[src/rtl/rr_sel_pkg.sv]
// Shared types and constants for the 4-channel round-robin select arbiter.
package rr_sel_pkg;

    localparam int NUM_CH = 4;
    localparam int SEL_W  = 2;

    typedef enum logic [0:0] {IDLE, GRANT} state_t;
    typedef logic [NUM_CH-1:0] chvec_t;

    function automatic chvec_t onehot(input logic [SEL_W-1:0] idx);
        return chvec_t'(1) << idx;
    endfunction

endpackage

[src/rtl/rr_pick4.sv]
// Combinational rotating-priority search: first set req bit after 'last', wrapping 3->0.
import rr_sel_pkg::*;

module rr_pick4 (
    input  chvec_t           req,
    input  logic [SEL_W-1:0] last,
    output logic             any,
    output logic [SEL_W-1:0] win
);

    logic [SEL_W-1:0] idx;

    // Scan farthest-to-nearest so the channel closest after 'last' overwrites the others.
    always_comb begin
        any = 1'b0;
        win = last;
        idx = '0;
        for (int i = NUM_CH; i >= 1; i--) begin
            idx = last + SEL_W'(i);
            if (req[idx]) begin
                any = 1'b1;
                win = idx;
            end
        end
    end

endmodule

[src/rtl/rr_sel_arbiter.sv]
// Round-robin arbiter driving a 4:1 mux select, with one dead cycle between owners.
// Optional forced release after MAX_HOLD grant cycles when RR_SEL_TIMEOUT_EN is defined.
import rr_sel_pkg::*;

module rr_sel_arbiter #(
    parameter int MAX_HOLD = 16
) (
    input  logic             clk,
    input  logic             rst_n,
    input  chvec_t           req,
    output chvec_t           gnt,
    output logic [SEL_W-1:0] sel,
    output logic             valid
);

    state_t           state_q, state_d;
    chvec_t           gnt_q, gnt_d;
    logic [SEL_W-1:0] sel_q, sel_d;
    logic [SEL_W-1:0] last_q, last_d;
    logic             valid_q, valid_d;
    logic             pick_any;
    logic [SEL_W-1:0] pick_win;
    logic             timeout;
    logic             release_now;

    if (MAX_HOLD < 2) begin : g_bad_max_hold
        $error("rr_sel_arbiter: MAX_HOLD must be >= 2");
    end

    rr_pick4 u_pick (
        .req  (req),
        .last (last_q),
        .any  (pick_any),
        .win  (pick_win)
    );

`ifdef RR_SEL_TIMEOUT_EN
    localparam int CNT_W = $clog2(MAX_HOLD + 1);

    logic [CNT_W-1:0] cnt_q, cnt_d;

    // Counter reads 0 on the first GRANT cycle, so the owner keeps gnt for MAX_HOLD cycles.
    always_comb cnt_d = (state_q == GRANT) ? cnt_q + CNT_W'(1) : '0;
    assign timeout = (state_q == GRANT) && (cnt_q == CNT_W'(MAX_HOLD - 1));

    always_ff @(posedge clk or negedge rst_n) begin
        if (!rst_n) cnt_q <= '0;
        else        cnt_q <= cnt_d;
    end
`else
    assign timeout = 1'b0;
`endif

    assign release_now = !req[sel_q] || timeout;

    always_comb begin
        state_d = state_q;
        gnt_d   = gnt_q;
        sel_d   = sel_q;
        valid_d = valid_q;
        last_d  = last_q;
        unique case (state_q)
            IDLE: begin
                if (pick_any) begin
                    gnt_d   = onehot(pick_win);
                    sel_d   = pick_win;
                    valid_d = 1'b1;
                    state_d = GRANT;
                end
            end
            GRANT: begin
                if (release_now) begin
                    gnt_d   = '0;
                    valid_d = 1'b0;
                    last_d  = sel_q;
                    state_d = IDLE;
                end
            end
            default: state_d = IDLE;
        endcase
    end

    // last resets to 3 so the first search after reset starts at channel 0.
    always_ff @(posedge clk or negedge rst_n) begin
        if (!rst_n) begin
            state_q <= IDLE;
            gnt_q   <= '0;
            sel_q   <= '0;
            valid_q <= 1'b0;
            last_q  <= SEL_W'(NUM_CH - 1);
        end else begin
            state_q <= state_d;
            gnt_q   <= gnt_d;
            sel_q   <= sel_d;
            valid_q <= valid_d;
            last_q  <= last_d;
        end
    end

    assign gnt   = gnt_q;
    assign sel   = sel_q;
    assign valid = valid_q;

endmodule
[config.mk]
export PLATFORM = sky130hd
export DESIGN_NAME = rr_sel_arbiter
export DESIGN_NICKNAME = d
export VERILOG_FILES = /design/src/rtl/rr_sel_pkg.sv /design/src/rtl/rr_pick4.sv /design/src/rtl/rr_sel_arbiter.sv
export SDC_FILE = /design/constraint.sdc
export NUM_CORES = 1
export LEC_CHECK = 0
export ABC_CLOCK_PERIOD_IN_PS = 1500
export CAP_MARGIN = 15
export CORE_AREA = 8 8 45 47
export CTS_BUF_LIST = sky130_fd_sc_hd__clkbuf_4 sky130_fd_sc_hd__clkbuf_8
export CTS_CLUSTER_SIZE = 12
export DETAILED_ROUTE_END_ITERATION = 10
export DIE_AREA = 0 0 53 55
export GPL_TIMING_DRIVEN = 0
export PLACE_DENSITY_LB_ADDON = 0.1
export RECOVER_POWER = 100
export SLEW_MARGIN = 20
export SYNTH_ARGS = -nofsm -noshare
export SYNTH_HDL_FRONTEND = slang
export SYNTH_SLANG_ARGS = --single-unit
[constraint.sdc]
create_clock -name clk -period 1.5 [get_ports clk]
set_input_delay 0.3 -clock clk [delete_from_list [all_inputs] [get_ports clk]]
set_output_delay 0.3 -clock clk [all_outputs]
set_load 0.01 [all_outputs]
-- After elaboration in Yosys (flattened, before gate mapping)
Index checks and enable logic that the tools add are counted.
- input port bits: 6
- output and inout port bits: 7
- bits in registers: 10
- equality and inequality tests: 2
- bitwise logic cells: 2
- shift-type cells: 1
- add/sub/neg operators: 3
- multiplexer cells: 26
- magnitude comparators: 5
- reductions and logical operators: 3
- operator list (operator ; number):
    < comparator 2 x 3 -> 1 bit, second input constant ; 5
    two-way mux 1 bit ; 13
    binary-select mux 1 bit (select 2 bit) ; 5
    two-way mux 4 bit ; 2
    one-hot mux 4 bit (2 select lines) ; 1
    two-way mux 2 bit ; 3
    AND reduction 2 bit ; 3
    adder 2 bit, second input constant ; 2
    inequality test 2 bit, second input constant ; 2
    one-hot mux 1 bit (2 select lines) ; 2
    << shifter 1 x 2 -> 4 bit, first input constant ; 1
    adder 2 x 1 -> 2 bit, second input constant ; 1
    inverter 1 bit ; 2

-- Longest topological paths before layout
- word-level depth: 9
- gate-level depth with buffers: 5
- mapped depth without buffers: 4

-- Hierarchy
A second synthesis with hierarchy kept.
- cell total of the unflattened synthesis: 52
- area, all modules: 518.0 um^2
- modules (own cells, without submodules) (module ; area an instance (um^2) ; cells each ; times used ; sequential area each (um^2)):
    rr_sel_arbiter ; 435.4 ; 38 ; 1 ; 252.7
    rr_pick4 ; 82.6 ; 14 ; 1 ; 0.0

-- Worst setup path after synthesis
OpenSTA, ideal clock, no wires.
- path type: reg-to-reg
- start: reg sel_q[0], in the netlist sel[0]
- end: reg last_q[0]
- stages on the path, launching flop included: 5
- buffers on the path: 0
- data arrival time: 1.444 ns
- clock period less this slack: 1.526 ns
- setup slack: -0.026 ns
- required time: 1.418 ns
- setup time: 0.082 ns
- path through: dfrtp_1 > mux2_2 > a21oi_2 > o21a_4 > mux2_2
- longest elaborated chain between the ends: 4
- ends and longest elaborated chain (item ; line ; text):
    start: declaration ; rr_sel_arbiter.sv:18 ; logic [SEL_W-1:0] sel_q, sel_d;
    start signal: assignment ; rr_sel_arbiter.sv:94 ; sel_q <= sel_d;
    binary-select mux 1 bit (select 2 bit) ; rr_sel_arbiter.sv:54 ; assign release_now = !req[sel_q] || timeout;
    two-way mux 1 bit (implied by the code) ; rr_sel_arbiter.sv:54 ;
    inverter 1 bit (no line) ; n/a ;
    AND reduction 2 bit (no line) ; n/a ;
    end signal: assignment ; rr_sel_arbiter.sv:90 ; last_q <= SEL_W'(NUM_CH - 1);
    end signal: assignment ; rr_sel_arbiter.sv:96 ; last_q <= last_d;
    end: declaration ; rr_sel_arbiter.sv:19 ; logic [SEL_W-1:0] last_q, last_d;
Parallel ways exist; a longest one is shown, timed or not. The select of a mux whose other input is x is not followed.
A chain may end at the register's enable or synchronous reset.

-- Final worst setup path
- start: reg last_q[1]
- end: reg gnt_q[0], in the netlist gnt[0]
- longest elaborated chain between the ends: 9
- elaborated cells between the ends (all ways): 23
- those cells by class: add/sub (3); eq/ne (1); shift (1); mux (17); reduce/logical (1)
- ends and longest elaborated chain (item ; line ; text):
    adder 2 bit ; rr_pick4.sv:19 ; idx = last + SEL_W'(i);
    binary-select mux 1 bit (select 2 bit) ; rr_pick4.sv:20 ; if (req[idx]) begin
    two-way mux 1 bit (implied by the code) ; rr_pick4.sv:20 ;
    two-way mux 2 bit (3 in a row) ; rr_pick4.sv:20 ;
    << shifter 1 x 2 -> 4 bit ; rr_sel_pkg.sv:11 ; return chvec_t'(1) << idx;
    two-way mux 4 bit ; rr_sel_arbiter.sv:64 ; if (pick_any) begin
    one-hot mux 4 bit (2 select lines) ; rr_sel_arbiter.sv:62 ; unique case (state_q)
    end signal: assignment ; rr_sel_arbiter.sv:93 ; gnt_q <= gnt_d;
    end: declaration ; rr_sel_arbiter.sv:17 ; chvec_t gnt_q, gnt_d;
Parallel ways exist; a longest one is shown, timed or not. The select of a mux whose other input is x is not followed.

==> flow_summary.yaml <==
global_routing:
  grt.total_usage_pct: 10.6
  overflow: 0
  grt_max_degree: 11
  antenna_found_initial: 0
  grt_pass1_vias: 509
  grt_pass1_wl_microns: 2240
placement:
  place_area_sq_um: 663
  dpl_worst_slack_ns: -0.376
  dp_hpwl_microns: 839
  place_inst: 81
  port_buffers: 12
  gp_congestion: 0.734
detailed_routing:
  postRouteAntennaNets: 0
  drt-total-wl_microns: 1320
  via_per_inst: 5.01
  avgRoutedWirePerCell_microns: 14.3
  post-route-drc-count: 0
  drtIter0Drc: 4
  vias: 461
  drt_first_pass_iters: 3
synthesis:
  synth_edf_count: 0
  synth_area_per_cell_sq_um: 9.84
  synth.distinct_cells: 22
  netlist_top_cells_area: "dfrtp_1 38%, dfstp_2 10%, o32ai_1 6.7%"
  synth_fp_nets: 59
  ys_ff_latch: 10
  synth_seq_area_share_pct: 48.4
  ys_warn_count: 0
  synth_top_area_cell: "dfrtp_1"
  synthCells: 53
  syn_area_sq_um: 522
  netlist.area_leader.share_pct: 38.4
  async_flop_share_pct: 100
  ys.flop_type: "dfrtp_1"
die:
  rows: 14
  dieHeight_microns: 55
  design.portCount: 13
  dieArea_sq_um: 2920
  core_sq_um: 1380
  die_w_microns: 53
  initial_core_util_pct: 37.7
timing:
  setup_ws_ns: -0.00179
  min_period_ns: 1.50
  skew_ns: 0.00222
  setup_viol: 1
  final_hold_viol_count: 0
  rsz0062_at_grt: "true"
  fmaxAchievable_mhz: 666
  worst_pin_slew_ns: 0.448
  relSlewSlack_pct: 70.0
  drv_slew: 0
  post-route-period-util_pct: 100
worst_setup_path:
  rr_worst_depth: 4
  cp_slowest_stage_delay_ns: 0.57
  path_buf_inv: 0
  path_cells: "or2_4 > a21boi_2 > or3_4 > o32ai_2"
  required_ns: 1.67
  cp_top_family: "flip-flops"
  critPathCaptureType: "register"
  cp-start-kind: "register"
  critPathMaxFanout: 5
  cp_slowest_cell: "dfstp_2"
  critical_path_class: "register to register"
  cp.arrival_ns: 1.67
  cp_num_cells: 4
run:
  drv_cap: 0
cells_and_area:
  final_area_sq_um: 774
  layout.nets: 83
  antenna_cells: 0
  instances_no_fill: 92
  fill_cells: 126
  area_delta_synth_final_pct: 48.4
  final_layout_size_suffix_gt1_share_pct: 34.2
  fin_util_pct: 56.0
  layout_common_cells: "8 x nand2_1, 7 x dfrtp_1, 6 x o21ai_0, 6 x clkdlybuf4s50_1, 6 x buf_4"
  final_common_cell: "nand2_1"
clocking:
  root_buffer: "clkbuf_4"
  htreeDepth: 1
  clockBufferDepth: 2
  cts.sinks: 10
  ctsHoldBuffers: 0
  numCtsBuffers: 3
  tritoncts: "done"
  clk_latency_ns: 0.26
  cts.reportedPaths.clkPinSlew_ns: 0.07
pwr:
  p_per_area_nw_per_um2: 2220
  finalPower_mw: 1.72
  ir_worst_vdd_v: 0.00101
  p_leak_nw: 0.339
outcome:
  violations: "setup timing"
  status: "finished with violations"
hold_path:
  hp-class: "primary input to asynchronous set/reset pin"
final timing paths:
| check | startpoint | endpoint | slack (ns) |
|---|---|---|---|
| min in group clk | state_q$_DFF_PN0_ | state_q$_DFF_PN0_ | 0.54 |
| hold / removal | rst_n | valid$_DFFE_PN0P_ | 0.41 |
| setup / recovery | last_q[1]$_DFFE_PN1P_ | gnt[0]$_DFFE_PN0P_ | -0.002 |
| max in group asynchronous | rst_n | last_q[0]$_DFFE_PN1P_ | 0.75 |
| setup reg to reg | last_q[1]$_DFFE_PN1P_ | gnt[0]$_DFFE_PN0P_ | -0.002 |
| hold reg to reg | state_q$_DFF_PN0_ | state_q$_DFF_PN0_ | 0.54 |
kinds of logic (layout without fill, tap and decap cells):
family | Yosys count | in the layout | share of synthesized area (%)
mux | 3 | 3 | 6.23
buf+inv | 5 | 28 | 3.84
compound gates | 18 | 18 | 25.4
flops | 10 | 10 | 48.4
simple gates | 17 | 17 | 16.1
routing by layer:
metal  vias to the layer above  wire length, microns  track usage [%]  share of wire [%]
li1                        241                     -                -                  -
met1                       207                   559             10.1                 42
met2                         9                   670             18.9                 51
met3                         4                    56             3.21                4.3
met4                         0                    30             7.76                2.3
met5                         -                     0                0                  0
sequential cells by signal (all words and copies together), names as in the netlist:
| signal | cells |
|---|---|
| state_q | 1 |
| valid | 1 |
| sel | 2 |
| last_q | 2 |
| gnt | 4 |
final cells by class:
type / instances / area, sq um / area share (%)
Multi-Input combinational cell: 38 / 282 / 36.3
Sequential cell: 10 / 254 / 32.8
Timing Repair Buffer: 19 / 163 / 21.0
Clock buffer: 4 / 36.3 / 4.68
Tap cell: 16 / 20.0 / 2.58
Inverter: 4 / 15.0 / 1.94
Buffer: 1 / 5.00 / 0.646
synthesized netlist by cell type (2+ instances only):
cell type / number
inv_1: 4
dfrtp_1: 8
nand2b_1: 2
o21ai_0: 6
mux2_2: 2
dfstp_2: 2
o32ai_1: 4
a21oi_1: 3
or2_2: 2
nand2_1: 8
report_power, final:
group          leakage (nW)  total (mW)  switching (mW)  internal [mW]
clock                0.0210       0.244          0.0966          0.147
sequential            0.120       0.509          0.0813          0.427
combinational         0.198       0.964           0.438          0.526
total                 0.339        1.72           0.616           1.10
metrics by stage:
step / TNS [ns] / hold WS (ns)
after floorplan: 0 / 0.00441
after global placement: -2.88 / 0.521
after detailed placement: -2.78 / 0.531
after CTS: 0 / 0.351
after global routing: -0.254 / 0.455
final: -0.00179 / 0.413
repair_timing:
action,in CTS,in global routing
setup endpoints to repair,9,6
buffers inserted,5,2
resized for setup,9,2
Power figures use the tool's default switching activity.
